**src/rtl/blood_sprite_renderer_if.sv**
```systemverilog
// blood_sprite_renderer_if: scan, control, ROM and overlay signals of the blood-sprite renderer.
// BLOOD_MIRROR_EN adds the mirror input.
interface blood_sprite_renderer_if;
   logic [9:0]  pixel_x;
   logic [9:0]  pixel_y;
   logic        video_on;
   logic        frame_tick;
   logic        trigger;
   logic [9:0]  pos_x;
   logic [9:0]  pos_y;
`ifdef BLOOD_MIRROR_EN
   logic        mirror;
`endif
   logic [5:0]  rom_row;
   logic [5:0]  rom_col;
   logic [3:0]  rom_frame;
   logic [11:0] rom_data;
   logic [11:0] rgb_out;
   logic        sprite_on;
   logic        busy;
   logic        done;
   modport master (
      output pixel_x, pixel_y, video_on, frame_tick, trigger, pos_x, pos_y,
`ifdef BLOOD_MIRROR_EN
      output mirror,
`endif
      output rom_data,
      input  rom_row, rom_col, rom_frame, rgb_out, sprite_on, busy, done
   );
   modport slave (
      input  pixel_x, pixel_y, video_on, frame_tick, trigger, pos_x, pos_y,
`ifdef BLOOD_MIRROR_EN
      input  mirror,
`endif
      input  rom_data,
      output rom_row, rom_col, rom_frame, rgb_out, sprite_on, busy, done
   );
endinterface

```
**src/rtl/blood_sprite_renderer.sv**
```systemverilog
// blood_sprite_renderer: 64x64 animated blood-splatter overlay with a 3-cycle pixel pipeline.
// BLOOD_MIRROR_EN enables horizontal mirroring latched on trigger.
module blood_sprite_renderer #(
   parameter int          NUM_FRAMES  = 10,
   parameter int          FRAME_TICKS = 4,
   parameter logic [11:0] TRANSPARENT = 12'h000
) (
   input logic                    clk,
   input logic                    reset_n,
   blood_sprite_renderer_if.slave bus
);
   localparam int TW = FRAME_TICKS > 1 ? $clog2(FRAME_TICKS) : 1;
   localparam logic [1:0] IDLE = 2'd0, PLAY = 2'd1, DONE = 2'd2;
   logic [1:0]    state_q, state_d;
   logic [3:0]    frame_q, frame_d;
   logic [TW-1:0] tick_q, tick_d;
   logic [9:0]    pos_x_q, pos_x_d, pos_y_q, pos_y_d;
   logic          mirror_q, mirror_d;
   logic [10:0]   dx, dy;
   logic [5:0]    col;
   logic          hit, accept, step, last;
   logic [5:0]    row_q, col_q;
   logic          hit1_q, hit2_q, on_q;
   logic [11:0]   rgb_q;
   always_comb begin
      accept   = bus.trigger & (state_q != DONE);
      step     = (state_q == PLAY) & bus.frame_tick & (tick_q == TW'(FRAME_TICKS - 1));
      last     = frame_q == 4'(NUM_FRAMES - 1);
      state_d  = state_q == DONE ? IDLE : accept ? PLAY : (step & last) ? DONE : state_q;
      frame_d  = accept ? 4'd0 : (step & ~last) ? frame_q + 4'd1 : frame_q;
      tick_d   = (accept | step) ? '0 : ((state_q == PLAY) & bus.frame_tick) ? tick_q + 1'b1 : tick_q;
      pos_x_d  = accept ? bus.pos_x : pos_x_q;
      pos_y_d  = accept ? bus.pos_y : pos_y_q;
`ifdef BLOOD_MIRROR_EN
      mirror_d = accept ? bus.mirror : mirror_q;
`else
      mirror_d = 1'b0;
`endif
      // 11-bit differences keep positions near the right/bottom edge from wrapping into a hit
      dx  = {1'b0, bus.pixel_x} - {1'b0, pos_x_q};
      dy  = {1'b0, bus.pixel_y} - {1'b0, pos_y_q};
      hit = (bus.pixel_x >= pos_x_q) & (dx < 11'd64) & (bus.pixel_y >= pos_y_q) & (dy < 11'd64)
            & bus.video_on & (state_q == PLAY);
      col = mirror_q ? 6'd63 - dx[5:0] : dx[5:0];
   end
   always_ff @(posedge clk) begin
      if (!reset_n) begin
         state_q  <= IDLE;
         frame_q  <= '0;
         tick_q   <= '0;
         pos_x_q  <= '0;
         pos_y_q  <= '0;
         mirror_q <= 1'b0;
         row_q    <= '0;
         col_q    <= '0;
         hit1_q   <= 1'b0;
         hit2_q   <= 1'b0;
         on_q     <= 1'b0;
         rgb_q    <= '0;
      end else begin
         state_q  <= state_d;
         frame_q  <= frame_d;
         tick_q   <= tick_d;
         pos_x_q  <= pos_x_d;
         pos_y_q  <= pos_y_d;
         mirror_q <= mirror_d;
         row_q    <= hit ? dy[5:0] : 6'd0;
         col_q    <= hit ? col : 6'd0;
         hit1_q   <= hit;
         hit2_q   <= hit1_q;
         on_q     <= hit2_q & (bus.rom_data != TRANSPARENT);
         rgb_q    <= (hit2_q & (bus.rom_data != TRANSPARENT)) ? bus.rom_data : 12'h000;
      end
   end
   assign bus.rom_row   = row_q;
   assign bus.rom_col   = col_q;
   assign bus.rom_frame = frame_q;
   assign bus.rgb_out   = rgb_q;
   assign bus.sprite_on = on_q;
   assign bus.busy      = state_q == PLAY;
   assign bus.done      = state_q == DONE;
endmodule

```
**src/flat_wrapper.sv**
```systemverilog
// flat-port wrapper written by rule: the top's interface ports become plain ports
module blood_sprite_renderer_flat 
#(
   parameter int          NUM_FRAMES  = 10,
   parameter int          FRAME_TICKS = 4,
   parameter logic [11:0] TRANSPARENT = 12'h000
)
  (clk, reset_n, bus_pixel_x, bus_pixel_y, bus_video_on, bus_frame_tick, bus_trigger, bus_pos_x, bus_pos_y, bus_rom_data, bus_rom_row, bus_rom_col, bus_rom_frame, bus_rgb_out, bus_sprite_on, bus_busy, bus_done);
  blood_sprite_renderer_if bus_i ();
  input logic clk;
  input logic reset_n;
  input wire logic [$bits(bus_i.pixel_x)-1:0] bus_pixel_x;
  input wire logic [$bits(bus_i.pixel_y)-1:0] bus_pixel_y;
  input wire logic [$bits(bus_i.video_on)-1:0] bus_video_on;
  input wire logic [$bits(bus_i.frame_tick)-1:0] bus_frame_tick;
  input wire logic [$bits(bus_i.trigger)-1:0] bus_trigger;
  input wire logic [$bits(bus_i.pos_x)-1:0] bus_pos_x;
  input wire logic [$bits(bus_i.pos_y)-1:0] bus_pos_y;
  input wire logic [$bits(bus_i.rom_data)-1:0] bus_rom_data;
  output wire logic [$bits(bus_i.rom_row)-1:0] bus_rom_row;
  output wire logic [$bits(bus_i.rom_col)-1:0] bus_rom_col;
  output wire logic [$bits(bus_i.rom_frame)-1:0] bus_rom_frame;
  output wire logic [$bits(bus_i.rgb_out)-1:0] bus_rgb_out;
  output wire logic [$bits(bus_i.sprite_on)-1:0] bus_sprite_on;
  output wire logic [$bits(bus_i.busy)-1:0] bus_busy;
  output wire logic [$bits(bus_i.done)-1:0] bus_done;
  assign bus_i.pixel_x = bus_pixel_x;
  assign bus_i.pixel_y = bus_pixel_y;
  assign bus_i.video_on = bus_video_on;
  assign bus_i.frame_tick = bus_frame_tick;
  assign bus_i.trigger = bus_trigger;
  assign bus_i.pos_x = bus_pos_x;
  assign bus_i.pos_y = bus_pos_y;
  assign bus_i.rom_data = bus_rom_data;
  assign bus_rom_row = bus_i.rom_row;
  assign bus_rom_col = bus_i.rom_col;
  assign bus_rom_frame = bus_i.rom_frame;
  assign bus_rgb_out = bus_i.rgb_out;
  assign bus_sprite_on = bus_i.sprite_on;
  assign bus_busy = bus_i.busy;
  assign bus_done = bus_i.done;
  blood_sprite_renderer #(.NUM_FRAMES(NUM_FRAMES), .FRAME_TICKS(FRAME_TICKS), .TRANSPARENT(TRANSPARENT)) u_core (.clk(clk), .reset_n(reset_n), .bus(bus_i));
endmodule
```
**config.mk**
```make
export PLATFORM = sky130hd
export DESIGN_NAME = blood_sprite_renderer_flat
export DESIGN_NICKNAME = d
export VERILOG_FILES = /design/src/rtl/blood_sprite_renderer_if.sv /design/src/rtl/blood_sprite_renderer.sv /design/src/flat_wrapper.sv
export SDC_FILE = /design/constraint.sdc
export NUM_CORES = 1
export LEC_CHECK = 0
export CAP_MARGIN = 5
export CELL_PAD_IN_SITES_DETAIL_PLACEMENT = 1
export CELL_PAD_IN_SITES_GLOBAL_PLACEMENT = 1
export CORE_MARGIN = 2
export CORE_UTILIZATION = 34
export DETAILED_ROUTE_END_ITERATION = 10
export PLACE_DENSITY_LB_ADDON = 0.05
export SKIP_CTS_REPAIR_TIMING = 1
export SLEW_MARGIN = 20
export SYNTH_ARGS = -nofsm -noshare
export SYNTH_HDL_FRONTEND = slang
export SYNTH_SLANG_ARGS = --single-unit
```
**constraint.sdc**
```tcl
create_clock -name clk -period 3.6 [get_ports clk]
set_clock_uncertainty 0.15 [all_clocks]
set_input_delay 0.72 -clock clk [delete_from_list [all_inputs] [get_ports clk]]
set_output_delay 0.72 -clock clk [all_outputs]
set_load 0.01 [all_outputs]
```
# Word-level counts from Yosys, hierarchy flattened
# Cells that the tools add are included.
# totals
reg_bits	55
in_bits	57
out_inout_bits	31
word_cells	49
# classes
add_sub_neg	4
magnitude_cmp	4
n_eq_ne	5
muxes	2
bitwise_logic	14
reduce_logical	8
# op_table
op	n
$lt 11x7->1 const B	2
$sub 10x10->11	2
$ge 10x10->1	2
$reduce_bool 12->1	1
$and 1x1->1	11
$reduce_or 2->1	3
$add 4x1->4 const B	1
$eq 2x2->1 const B	2
$eq 4x4->1 const B	1
$reduce_and 2->1	2
$reduce_or 3->1	1
$add 2x1->2 const B	1
$eq 2x1->1 const B	1
$mux 1	2
$ne 2x2->1 const B	1
$not 1->1	2
$reduce_bool 2->1	1
$or 1x1->1	1

# Longest topological paths before layout
# Gate-level depths: netlist (run 1).
# depth
depth_word	8
ltp_mapped	11
ltp_nobuf	10

# Least setup slack after synthesis (run 1)
# No wires, ideal clock.
# synth_path
path_kind	in2reg
startpoint	input port bus_pixel_x[0]
endpoint	register u_core.col_q[5] (netlist: u_core.bus.rom_col[5])
setup_time_ns	0.073
arrival_time_ns	2.518
required_time_ns	3.377
setup_slack_ns	0.859
stages	11
n_path_buf	1
path_cell_list	inv_1 > ha_1 > inv_1 > fa_1 > a211oi_1 > o21ai_0 > a31oi_1 > xnor2_1 > o2111ai_2 > buf_6 > nor3_2
# synth_via
elab_chain_len	8
elab_cells_between_ends	9
classes_between	1 x add/sub; 2 x order compare; 5 x bitwise; 1 x reduce/logical
# synth_rtl
element	line	source
start, declared	flat_wrapper.sv:12	input wire logic [$bits(bus_i.pixel_x)-1:0] bus_pixel_x;
$sub 10x10->11	blood_sprite_renderer.sv:40	dx = {1'b0, bus.pixel_x} - {1'b0, pos_x_q};
$lt 11x7->1	blood_sprite_renderer.sv:42	hit = (bus.pixel_x >= pos_x_q) & (dx < 11'd64) & (bus.pixel_y >= pos_y_q) & (dy < 11'd64)
$and 1x1->1 (3 in a row)	blood_sprite_renderer.sv:42	
$and 1x1->1 (2 in a row)	blood_sprite_renderer.sv:43	& bus.video_on & (state_q == PLAY);
$reduce_and 2->1 (no source line)	-	
end signal, assigned	blood_sprite_renderer.sv:68	col_q <= hit ? col : 6'd0;
end, declared	blood_sprite_renderer.sv:22	logic [5:0] row_q, col_q;
# Several ways; a longest one is shown, not always the timed one.
# A chain may end at the register's enable or synchronous reset.

# Worst setup path after layout (run 1)
# layout_path
startpoint	input port bus_pixel_x[0]
endpoint	register u_core.col_q[4] (netlist: u_core.bus.rom_col[4])
# Same word-level chain as after synthesis.

==> metrics.md, run 1 <==
| Metric | Value |
|---|---|
| DIE HEIGHT | `94.9 um` |
| HP Class | `flop to flop` |
| Leading area contributor after synthesis | `sky130_fd_sc_hd__dfxtp_1` |
| Most used DFF post-synth | `sky130_fd_sc_hd__dfxtp_1` |
| Sequential-to-total area share from yosys stat | `39.2%` |
| FF+latch count, synth | `55` |
| Overall die area | `9010 um2` |
| Worst Hold Endpoint | `u_core.pos_x_q[5]` |
| Synthesized Nets | `404` |
| CP Class | `input port to flop` |
| Leakage dissipation | `1.50 nW` |
| Core area | `8090 um2` |
| Clock H-tree levels | `2` |
| Hold_sp | `u_core.pos_x_q[5]` |
| Maximum fanout along the worst path | `12` |
| Library cells used by synthesis | `45` |
| Slew Limit Headroom | `44.3%` |
| Clock latency at the later pin of the worst-skew pair | `310 ps` |
| Worst reg2reg path endpoint | `u_core.bus.rom_col[4]` |
| Share of cells above drive strength 1 | `6.83%` |
| Critical-path top delay cell | `sky130_fd_sc_hd__clkdlybuf4s50_1` |
| Kind of capture point of the worst setup path | `flop` |
| Final core utilization | `48.2%` |
| Startpoint type of the worst setup path | `input port` |
| Setup TNS after final layout | `0 ps` |
| Vias per Instance | `4.70` |
| Final hold vios | `0` |
| Unrepaired setup endpoints after global routing | `false` |
| Total wire length after detailed routing | `6.70 mm` |
| Core Rows | `33` |
| DP HPWL | `5.30 mm` |
| Clock transition at the register clock pins on the worst setup and hold paths after CTS | `100 ps` |
| Worst Reg-to-Reg Cells | `10` |
| Synth Instances | `322` |
| TritonCTS clock tree | `built` |
| Crit path arrival time | `3140 ps` |
| First-pass GRT wire length | `10.3 mm` |
| Vias in the first global route | `2287` |
| Crit-path max cell delay | `410 ps` |
| Max Clk Rate | `0.328 GHz` |
| Maximum VDD drop | `0.168 mV` |
| Number of pins with negative max-slew slack in the final report | `0` |
| Final count of negative-setup-slack endpoints | `0` |
| Gp weighted congestion | `0.797` |
| Initial core utilization | `34.7%` |
| Count of antenna diodes in the layout | `0` |
| TritonCTS buffer count | `5` |
| Number of nets with antenna violations after routing | `0` |
| Shortest period the worst path allows | `3050 ps` |
| Biggest area contributors in the synthesized netlist | `sky130_fd_sc_hd__dfxtp_1 (39%), sky130_fd_sc_hd__ha_1 (10%), sky130_fd_sc_hd__nand2_1 (7.3%), sky130_fd_sc_hd__a21boi_0 (5.3%), sky130_fd_sc_hd__inv_1 (4.0%)` |
| Number of iterations in the first detailed-routing pass | `4` |
| Syn-to-layout area delta | `38.9%` |
| Total number of vias | `2420` |
| Die W | `94.9 um` |
| Wirelength per Cell | `13.0 um` |
| Root Buffer | `sky130_fd_sc_hd__clkbuf_8` |
| Post-Syn Area per Cell | `8.73 um2` |
| Result of the run | `finished, final reports clean` |
| Share of flip-flops with an asynchronous set or reset after synthesis | `0%` |
| Pwr Density | `344 nW/um2` |
| Transition time at the pin with the least slew margin | `831 ps` |
| Worst reg2reg path startpoint | `u_core.pos_x_q[0]` |
| Clock buffer depth | `2` |
| Initial antenna violation count | `0` |
| Number of flops mapped to enable cells by yosys | `0` |
| Max Cap Violations | `0` |
| Drc violations | `0` |
| Number of violations reported at the end of detailed-routing iteration 0 | `58` |
| Boundary Pins | `88` |
| Warning count from the yosys run | `0` |
| GRT overflow | `0` |
| Ordered cell list for the critical path | `clkdlybuf4s50_1 -> inv_1 -> ha_1 -> inv_1 -> fa_1 -> a211oi_1 -> o21ai_0 -> a31oi_1 -> xnor2_1 -> o2111ai_2 -> buf_4 -> nor3_1` |
| Clk sink count | `55` |
| Largest net degree at the start of global routing | `25` |
| Count of buffers from port buffering | `87` |
| Reg2Reg Setup Slack | `1030 ps` |
| Portion of the clock cycle consumed by the worst path in the final layout | `84.7%` |
| Area share of the leading cell type in the synthesized netlist | `39.2%` |
| Number of instances on the worst hold path | `2` |
| Dominant cell type by count on the critical path | `sky130_fd_sc_hd__inv_1` |
| Total number of nets in the final design | `491` |
| All-layer global routing usage | `14.7%` |
| Area of the mapped netlist | `2810 um2` |
| Data required time of the critical path | `3690 ps` |
[cell families after synthesis]
logic type      synth area share, %
simple gates                   21.6
compound gates                 17.5
flops                          39.2
buf+inv                        5.92
fa+ha+maj                      11.7
xor+xnor                       3.74
mux                           0.401
[report_power, final]
group	switching, mW	internal, mW	total, mW
Combinational	0.132	0.135	0.267
Sequential	0.00778	0.622	0.629
Clock	0.216	0.229	0.445
Total	0.355	0.986	1.34
[layer usage]
layer,global-route usage (%),share of wire [%],vias up
met3,2.79,4.3,5
met2,24.6,48,48
met5,0,0,-
met4,4.71,1.2,0
met1,19.1,47,1113
li1,-,-,1254
[final cells by class]
cell class / instances / area [um2]
Multi-Input combinational cell: 227 / 1540
Tap cell: 105 / 131
Sequential cell: 55 / 1100
Inverter: 30 / 113
Timing Repair Buffer: 90 / 893
Fill cell: 958 / 4190
Clock buffer: 6 / 82.6
Clock inverter: 2 / 38.8
[through the flow]
stage,hold WS (ps),total power [mW],worst slack [ps],instance area (um2),cells
floorplan,262,0.806,859,2810,322
global route,340,1.41,407,3900,515
detailed placement,306,0.911,198,3780,507
CTS,322,1.36,524,3900,515
global placement,302,0.907,290,3780,507
finish,318,1.34,550,3900,515
[synthesized netlist by cell type (3+ instances only)]
library cell	instances
sky130_fd_sc_hd__dfxtp_1	55
sky130_fd_sc_hd__nor2_1	11
sky130_fd_sc_hd__a21o_1	4
sky130_fd_sc_hd__nor4_1	4
sky130_fd_sc_hd__xnor2_1	7
sky130_fd_sc_hd__a21boi_0	20
sky130_fd_sc_hd__nor3_2	9
sky130_fd_sc_hd__xor2_1	5
sky130_fd_sc_hd__nor3_1	4
sky130_fd_sc_hd__nand2b_1	8
sky130_fd_sc_hd__a211oi_1	3
sky130_fd_sc_hd__inv_1	30
sky130_fd_sc_hd__a21oi_1	19
sky130_fd_sc_hd__o21ai_0	10
sky130_fd_sc_hd__a21oi_2	3
sky130_fd_sc_hd__clkbuf_1	7
sky130_fd_sc_hd__nand2_1	55
sky130_fd_sc_hd__and2_1	14
sky130_fd_sc_hd__ha_1	23
[how the worst max path moves through the flow]
stage / slack (ps) / depth (start not counted) / startpoint / endpoint
after floorplan: 860 / 11 / bus_pixel_x[0] / u_core.bus.rom_col[5]
after global placement: 290 / 12 / bus_pixel_x[0] / u_core.bus.rom_col[2]
after detailed placement: 200 / 12 / bus_pixel_x[0] / u_core.bus.rom_col[4]
after CTS: 520 / 12 / bus_pixel_x[0] / u_core.bus.rom_col[4]
after global routing: 410 / 12 / bus_pixel_x[0] / u_core.bus.rom_col[4]
final: 550 / 12 / bus_pixel_x[0] / u_core.bus.rom_col[4]
[critical path: cells and delay by family]
family,cells,cell delay [ps]
AOI/OAI and AO/OA,4,780
xor gates and xnor gates,1,150
and+or+nand+nor,1,180
adders and majority gates,2,560
buffers and inverters,4,740
[placed cells by master, fill, tap and decap left out, types with 2 or more instances in the layout]
master,netlist,routed
sky130_fd_sc_hd__clkbuf_8,0,6
sky130_fd_sc_hd__fa_1,2,2
sky130_fd_sc_hd__a31oi_1,2,2
sky130_fd_sc_hd__a21oi_2,3,3
sky130_fd_sc_hd__nor2b_1,2,2
sky130_fd_sc_hd__nor3_2,9,9
sky130_fd_sc_hd__ha_1,23,23
sky130_fd_sc_hd__and2_1,14,14
sky130_fd_sc_hd__nand2_1,55,55
sky130_fd_sc_hd__dfxtp_1,55,55
sky130_fd_sc_hd__nor2_1,11,11
sky130_fd_sc_hd__a211oi_1,3,3
sky130_fd_sc_hd__nand2b_1,8,8
sky130_fd_sc_hd__inv_1,30,30
sky130_fd_sc_hd__buf_4,0,3
sky130_fd_sc_hd__xnor2_1,7,7
sky130_fd_sc_hd__nand4_1,2,2
sky130_fd_sc_hd__a21o_1,4,4
sky130_fd_sc_hd__nor4_1,4,4
sky130_fd_sc_hd__xor2_1,5,5
sky130_fd_sc_hd__clkdlybuf4s50_1,0,87
sky130_fd_sc_hd__o21ai_0,10,10
sky130_fd_sc_hd__a21oi_1,19,19
sky130_fd_sc_hd__nor3_1,4,4
sky130_fd_sc_hd__a21boi_0,20,20
[state kept, by name (all words and copies together) (netlist names)]
signal / count
u_core.bus.rom_row: 6
u_core.tick_q: 2
u_core.hit1_q: 1
u_core.hit2_q: 1
u_core.bus.rom_col: 6
u_core.pos_x_q: 10
u_core.bus.rom_frame: 4
u_core.pos_y_q: 10
u_core.bus.sprite_on: 1
u_core.bus.rgb_out: 12
u_core.state_q: 2
Power figures use the tool's default switching activity.
==> run 2: changes to the inputs <==
--- a/config.mk
+++ b/config.mk
@@ -9,7 +9,7 @@
 export CELL_PAD_IN_SITES_DETAIL_PLACEMENT = 1
 export CELL_PAD_IN_SITES_GLOBAL_PLACEMENT = 1
 export CORE_MARGIN = 2
-export CORE_UTILIZATION = 34
+export CORE_UTILIZATION = 31
 export DETAILED_ROUTE_END_ITERATION = 10
 export PLACE_DENSITY_LB_ADDON = 0.05
 export SKIP_CTS_REPAIR_TIMING = 1
==> constraint.sdc (replaced) <==
create_clock -name clk -period 2.5 [get_ports clk]
set_clock_uncertainty 0.15 [all_clocks]
set_input_delay 0.5 -clock clk [delete_from_list [all_inputs] [get_ports clk]]
set_output_delay 0.5 -clock clk [all_outputs]
set_load 0.01 [all_outputs]
==> metrics.md, run 2 (same netlist as run 1, synthesis figures left out) <==
| Metric | Value |
|---|---|
| Syn-to-layout area delta | `66.1%` |
| Vias in the first global route | `2552` |
| Worst reg2reg path startpoint | `u_core.pos_x_q[0]` |
| Max Clk Rate | `0.403 GHz` |
| Storage cell area | `1100 um2` |
| Startpoint type of the worst setup path | `input port` |
| Overall die area | `9840 um2` |
| Multi-input gate area | `1880 um2` |
| Vias per Instance | `4.65` |
| Kind of capture point of the worst setup path | `flop` |
| Initial antenna violation count | `0` |
| Most common library cell in the layout ignoring fill and taps | `sky130_fd_sc_hd__clkdlybuf4s50_1` |
| Non-filler instance count after layout | `563` |
| Maximum fanout along the worst path | `7` |
| Number of iterations in the first detailed-routing pass | `3` |
| Final hold vios | `0` |
| HP Class | `flop to flop` |
| Data required time of the critical path | `2600 ps` |
| Number of pins with negative max-slew slack in the final report | `0` |
| Clock buffer depth | `2` |
| Portion of the clock cycle consumed by the worst path in the final layout | `99.3%` |
| GRT overflow | `0` |
| Share of cells above drive strength 1 | `25.1%` |
| DIE HEIGHT | `99.2 um` |
| CP Class | `input port to flop` |
| Clk sink count | `55` |
| Crit path arrival time | `2580 ps` |
| Total wire length after detailed routing | `7.71 mm` |
| Total number of nets in the final design | `536` |
| Power share of the sequential group | `43.4%` |
| Critical-path top delay cell | `sky130_fd_sc_hd__clkdlybuf4s50_1` |
| Max FFs per register | `12` |
| Crit. Startpoint | `bus_pixel_x[4]` |
| Slew Limit Headroom | `72.8%` |
| Total number of vias | `2618` |
| Max Cap Violations | `0` |
| Count of antenna diodes in the layout | `0` |
| Leakage dissipation | `1.95 nW` |
| Core Rows | `34` |
| Count of buffers from port buffering | `87` |
| Filler instances | `1010` |
| Wirelength per Cell | `13.7 um` |
| Gp weighted congestion | `0.806` |
| Hold_sp | `u_core.pos_y_q[2]` |
| Number of nets with antenna violations after routing | `0` |
| Top library cells by usage in the layout, fill and taps aside | `sky130_fd_sc_hd__clkdlybuf4s50_1 (70), sky130_fd_sc_hd__nand2_1 (54), sky130_fd_sc_hd__dfxtp_1 (54)` |
| Final count of negative-setup-slack endpoints | `0` |
| Switching share of power | `27.6%` |
| Crit-path max cell delay | `510 ps` |
| Pwr Density | `448 nW/um2` |
| Initial core utilization | `32.1%` |
| Result of the run | `finished, final reports clean` |
| Transition time at the pin with the least slew margin | `405 ps` |
| Largest net degree at the start of global routing | `25` |
| Net load switching power | `0.576 mW` |
| Shortest period the worst path allows | `2480 ps` |
| All-layer global routing usage | `14.7%` |
| First-pass GRT wire length | `11.8 mm` |
| TritonCTS clock tree | `built` |
| TritonCTS buffer count | `5` |
| Number of violations reported at the end of detailed-routing iteration 0 | `23` |
| Internal cell power | `1.51 mW` |
| Core area | `8760 um2` |
| Clock H-tree levels | `2` |
| Boundary Pins | `88` |
| Maximum VDD drop | `0.206 mV` |
| DP Cell Count | `554` |
| Ordered cell list for the critical path | `clkdlybuf4s50_1 -> ha_4 -> a21oi_1 -> o21ai_0 -> a41oi_2 -> mux2_4 -> a21o_4 -> buf_4 -> nor3_2` |
| Worst Hold Margin | `319 ps` |
| Clock transition at the register clock pins on the worst setup and hold paths after CTS | `100 ps` |
| DP HPWL | `5.76 mm` |
| Die W | `99.2 um` |
| Clock share of power | `29.3%` |
| Drc violations | `0` |
| Root Buffer | `sky130_fd_sc_hd__clkbuf_8` |
| Clock latency at the later pin of the worst-skew pair | `320 ps` |
| Logic gate share of total power | `27.4%` |
==> run 2: changes by cell type in the layout (fill, tap and decap cells not counted), sizes merged <==
cell,change
inv,-1
buf,+44
clkinv,+2
dlymetal6s2s,+17
clkdlybuf4s50,-17
==> run 2: area by class of cell <==
| type | instances | area share [%] |
|---|---|---|
| Timing Repair Buffer | 135 | 28.4 |
| Clock buffer | 5 | 1.47 |
| Tap cell | 108 | 2.89 |
| Inverter | 30 | 2.41 |
| Sequential cell | 55 | 23.6 |
| Clock inverter | 3 | 0.938 |
| Multi-Input combinational cell | 227 | 40.3 |
==> run 2: metal layers <==
layer	GRT usage, %	vias up	wire [um]
li1	-	1344	-
met1	19.2	1220	3530
met2	24.7	47	3820
met3	2.32	7	258
met4	5.06	0	101
met5	0	-	0
==> run 2: critical path: cells and delay by family <==
| kind | cells | cell delay, ps |
|---|---|---|
| mux | 1 | 330 |
| buf+inv | 2 | 660 |
| fa+ha+maj | 1 | 220 |
| simple gates | 1 | 160 |
| compound gates | 4 | 720 |
==> run 2: power groups by stage <==
| stage | clock network (mW) | registers [mW] | logic (mW) |
|---|---|---|---|
| after floorplan | 0 | 0.923 | 0.238 |
| after global placement | 0 | 0.925 | 0.471 |
| after detailed placement | 0 | 0.926 | 0.475 |
| after CTS | 0.638 | 0.906 | 0.480 |
| after global routing | 0.677 | 0.909 | 0.630 |
| final | 0.612 | 0.906 | 0.572 |
==> run 2: final timing paths <==
check	to	slack, ps	cells after the start
worst min register to register	u_core.pos_y_q[2]	320	2
worst max-delay path	u_core.bus.rom_col[5]	20	9
worst max register to register	u_core.bus.rom_row[2]	120	10
worst min-delay path	u_core.pos_y_q[2]	320	2
==> run 2: per-stage QoR <==
step | setup TNS [ps] | power [mW] | worst slack (ps) | instance area (um2) | utilization (%)
global route | -59.7 | 2.22 | -19.3 | 4670 | 53.3
CTS | -2690 | 2.02 | -259 | 4250 | 48.5
detailed placement | -7110 | 1.40 | -597 | 4140 | 47.2
floorplan | 0 | 1.16 | 12.2 | 2810 | -
finish | 0 | 2.09 | 18.5 | 4670 | 53.3
global placement | -6630 | 1.40 | -550 | 4140 | 47.2
==> run 3: changes to the inputs <==
--- a/config.mk
+++ b/config.mk
@@ -9,7 +9,8 @@
 export CELL_PAD_IN_SITES_DETAIL_PLACEMENT = 1
 export CELL_PAD_IN_SITES_GLOBAL_PLACEMENT = 1
 export CORE_MARGIN = 2
-export CORE_UTILIZATION = 31
+export CORE_UTILIZATION = 32
+export CTS_BUF_LIST = sky130_fd_sc_hd__clkbuf_4
 export DETAILED_ROUTE_END_ITERATION = 10
 export PLACE_DENSITY_LB_ADDON = 0.05
 export SKIP_CTS_REPAIR_TIMING = 1
==> metrics.md, run 3 (same netlist as run 1, synthesis figures left out) <==
| Metric | Value |
|---|---|
| Result of the run | `finished, final reports clean` |
| Number of nets with antenna violations after routing | `0` |
| Critical-path top delay cell | `sky130_fd_sc_hd__clkdlybuf4s50_1` |
| Wirelength per Cell | `13.5 um` |
| DIE HEIGHT | `97.7 um` |
| Switching share of power | `28.3%` |
| Total number of nets in the final design | `531` |
| Clock buffer depth | `2` |
| Internal cell power | `1.39 mW` |
| Transition time at the pin with the least slew margin | `402 ps` |
| Number of instances on the worst hold path | `2` |
| Initial antenna violation count | `0` |
| Instance area at placement | `4090 um2` |
| Final hold vios | `0` |
| Overall die area | `9550 um2` |
| Design Area, Final | `4420 um2` |
| Share of cells above drive strength 1 | `20.2%` |
| Total number of vias | `2575` |
| Root Buffer | `sky130_fd_sc_hd__clkbuf_4` |
| Drc violations | `0` |
| First-pass GRT wire length | `12.3 mm` |
| Reg2Reg Setup Slack | `140 ps` |
| Worst reg2reg path startpoint | `u_core.pos_y_q[1]` |
| Kind of capture point of the worst setup path | `flop` |
| Boundary Pins | `88` |
| Fin worst setup slack | `49.7 ps` |
| Maximum VDD drop | `0.187 mV` |
| Total wire length after detailed routing | `7.53 mm` |
| Vias in the first global route | `2652` |
| DP Cell Count | `547` |
| Total power after layout | `1.94 mW` |
| Maximum fanout along the worst path | `6` |
| Gp weighted congestion | `0.774` |
| Largest net degree at the start of global routing | `25` |
| Initial core utilization | `32.5%` |
| Clock H-tree levels | `2` |
| CP Class | `input port to flop` |
| Shortest period the worst path allows | `2450 ps` |
| TritonCTS buffer count | `5` |
| Worst Reg-to-Reg Cells | `9` |
| Ordered cell list for the critical path | `clkdlybuf4s50_1 -> ha_4 -> nand2_2 -> a211o_4 -> a32oi_2 -> xnor2_2 -> o2111ai_4 -> clkbuf_16 -> nor3_2` |
| HP Class | `flop to flop` |
| Slew Limit Headroom | `73.0%` |
| Count of antenna diodes in the layout | `0` |
| Final count of negative-setup-slack endpoints | `0` |
| Die W | `97.7 um` |
| Worst reg2reg path endpoint | `u_core.bus.rom_row[0]` |
| Max FFs per register | `12` |
| Power share of the sequential group | `46.8%` |
| Core area | `8640 um2` |
| Max Cap Violations | `0` |
| Clock transition at the register clock pins on the worst setup and hold paths after CTS | `160 ps` |
| Logic gate share of total power | `27.3%` |
| Number of pins with negative max-slew slack in the final report | `0` |
| GRT overflow | `0` |
| Clock latency at the later pin of the worst-skew pair | `370 ps` |
| Top library cells by usage in the layout, fill and taps aside | `sky130_fd_sc_hd__clkdlybuf4s50_1 (82), sky130_fd_sc_hd__nand2_1 (54), sky130_fd_sc_hd__dfxtp_1 (54)` |
| Crit path arrival time | `2620 ps` |
| All-layer global routing usage | `15.7%` |
| Crit-path max cell delay | `440 ps` |
| Net load switching power | `0.549 mW` |
| Post-Place Setup Slack | `-619 ps` |
| Max Clk Rate | `0.408 GHz` |
| Worst Hold Endpoint | `u_core.pos_x_q[7]` |
| Clock share of power | `25.9%` |
| Clk sink count | `55` |
| TritonCTS clock tree | `built` |
| Number of violations reported at the end of detailed-routing iteration 0 | `35` |
| Leakage dissipation | `1.81 nW` |
| Vias per Instance | `4.61` |
| Count of buffers from port buffering | `87` |
| Hold_sp | `u_core.pos_x_q[7]` |
| Pwr Density | `439 nW/um2` |
| Portion of the clock cycle consumed by the worst path in the final layout | `98.0%` |
| Most common library cell in the layout ignoring fill and taps | `sky130_fd_sc_hd__clkdlybuf4s50_1` |
| Core Rows | `34` |
| Multi-input gate area | `1740 um2` |
| Storage cell area | `1100 um2` |
| Syn-to-layout area delta | `57.4%` |
| Filler instances | `992` |
| Data required time of the critical path | `2670 ps` |
| Number of iterations in the first detailed-routing pass | `4` |
| DP HPWL | `5.78 mm` |
| Startpoint type of the worst setup path | `input port` |
| Non-filler instance count after layout | `558` |
| Unrepaired setup endpoints after global routing | `true` |
[run 3: critical path: cells and delay by family]
kind / cells / cell delay, ps
buffers and inverters: 2 / 660
AO/OA/AOI/OAI: 3 / 800
adder cells (fa/ha/maj): 1 / 310
XOR/XNOR: 1 / 170
AND/OR/NAND/NOR: 2 / 160
[run 3: how the worst max path moves through the flow]
| stage | startpoint | endpoint | cells after the start |
|---|---|---|---|
| final | bus_pixel_y[4] | u_core.bus.rom_row[0] | 9 |
| after global routing | bus_pixel_y[4] | u_core.bus.rom_col[3] | 8 |
| after CTS | bus_pixel_x[0] | u_core.bus.rom_col[4] | 12 |
| after detailed placement | bus_pixel_x[0] | u_core.bus.rom_col[2] | 12 |
| after global placement | bus_pixel_x[0] | u_core.bus.rom_col[2] | 12 |
| after floorplan | bus_pixel_x[0] | u_core.bus.rom_col[5] | 11 |
[run 3: power groups by stage]
stage | clock [mW] | sequential, mW | combinational [mW]
floorplan | 0 | 0.923 | 0.238
global placement | 0 | 0.925 | 0.456
detailed placement | 0 | 0.926 | 0.464
CTS | 0.529 | 0.907 | 0.468
global route | 0.564 | 0.911 | 0.586
finish | 0.503 | 0.908 | 0.529
[run 3: routing by layer]
metal	part of all wire (%)	GRT usage, %	wire (um)
met4	0.90	3.53	68
met5	0	0	0
met2	50	27.8	3790
met1	46	20.1	3440
met3	3.0	2.37	227
[run 3: area by class of cell]
type                    instances  share of cell area, %
well taps                     108                   3.06
clock buffers                   5                  0.849
flip-flops and latches         55                   24.9
inverters                      30                   2.55
clock inverters                 3                  0.962
multi-input cells             227                   39.4
repair buffers                130                   28.2
[run 3: per-stage QoR]
stage / setup TNS, ps / utilization [%] / hold slack [ps]
finish: 0 / 51.2 / 323
detailed placement: -7510 / 47.3 / 309
global route: -140 / 51.2 / 349
global placement: -6080 / 47.3 / 302
CTS: -2450 / 48.3 / 330
floorplan: 0 / - / 262
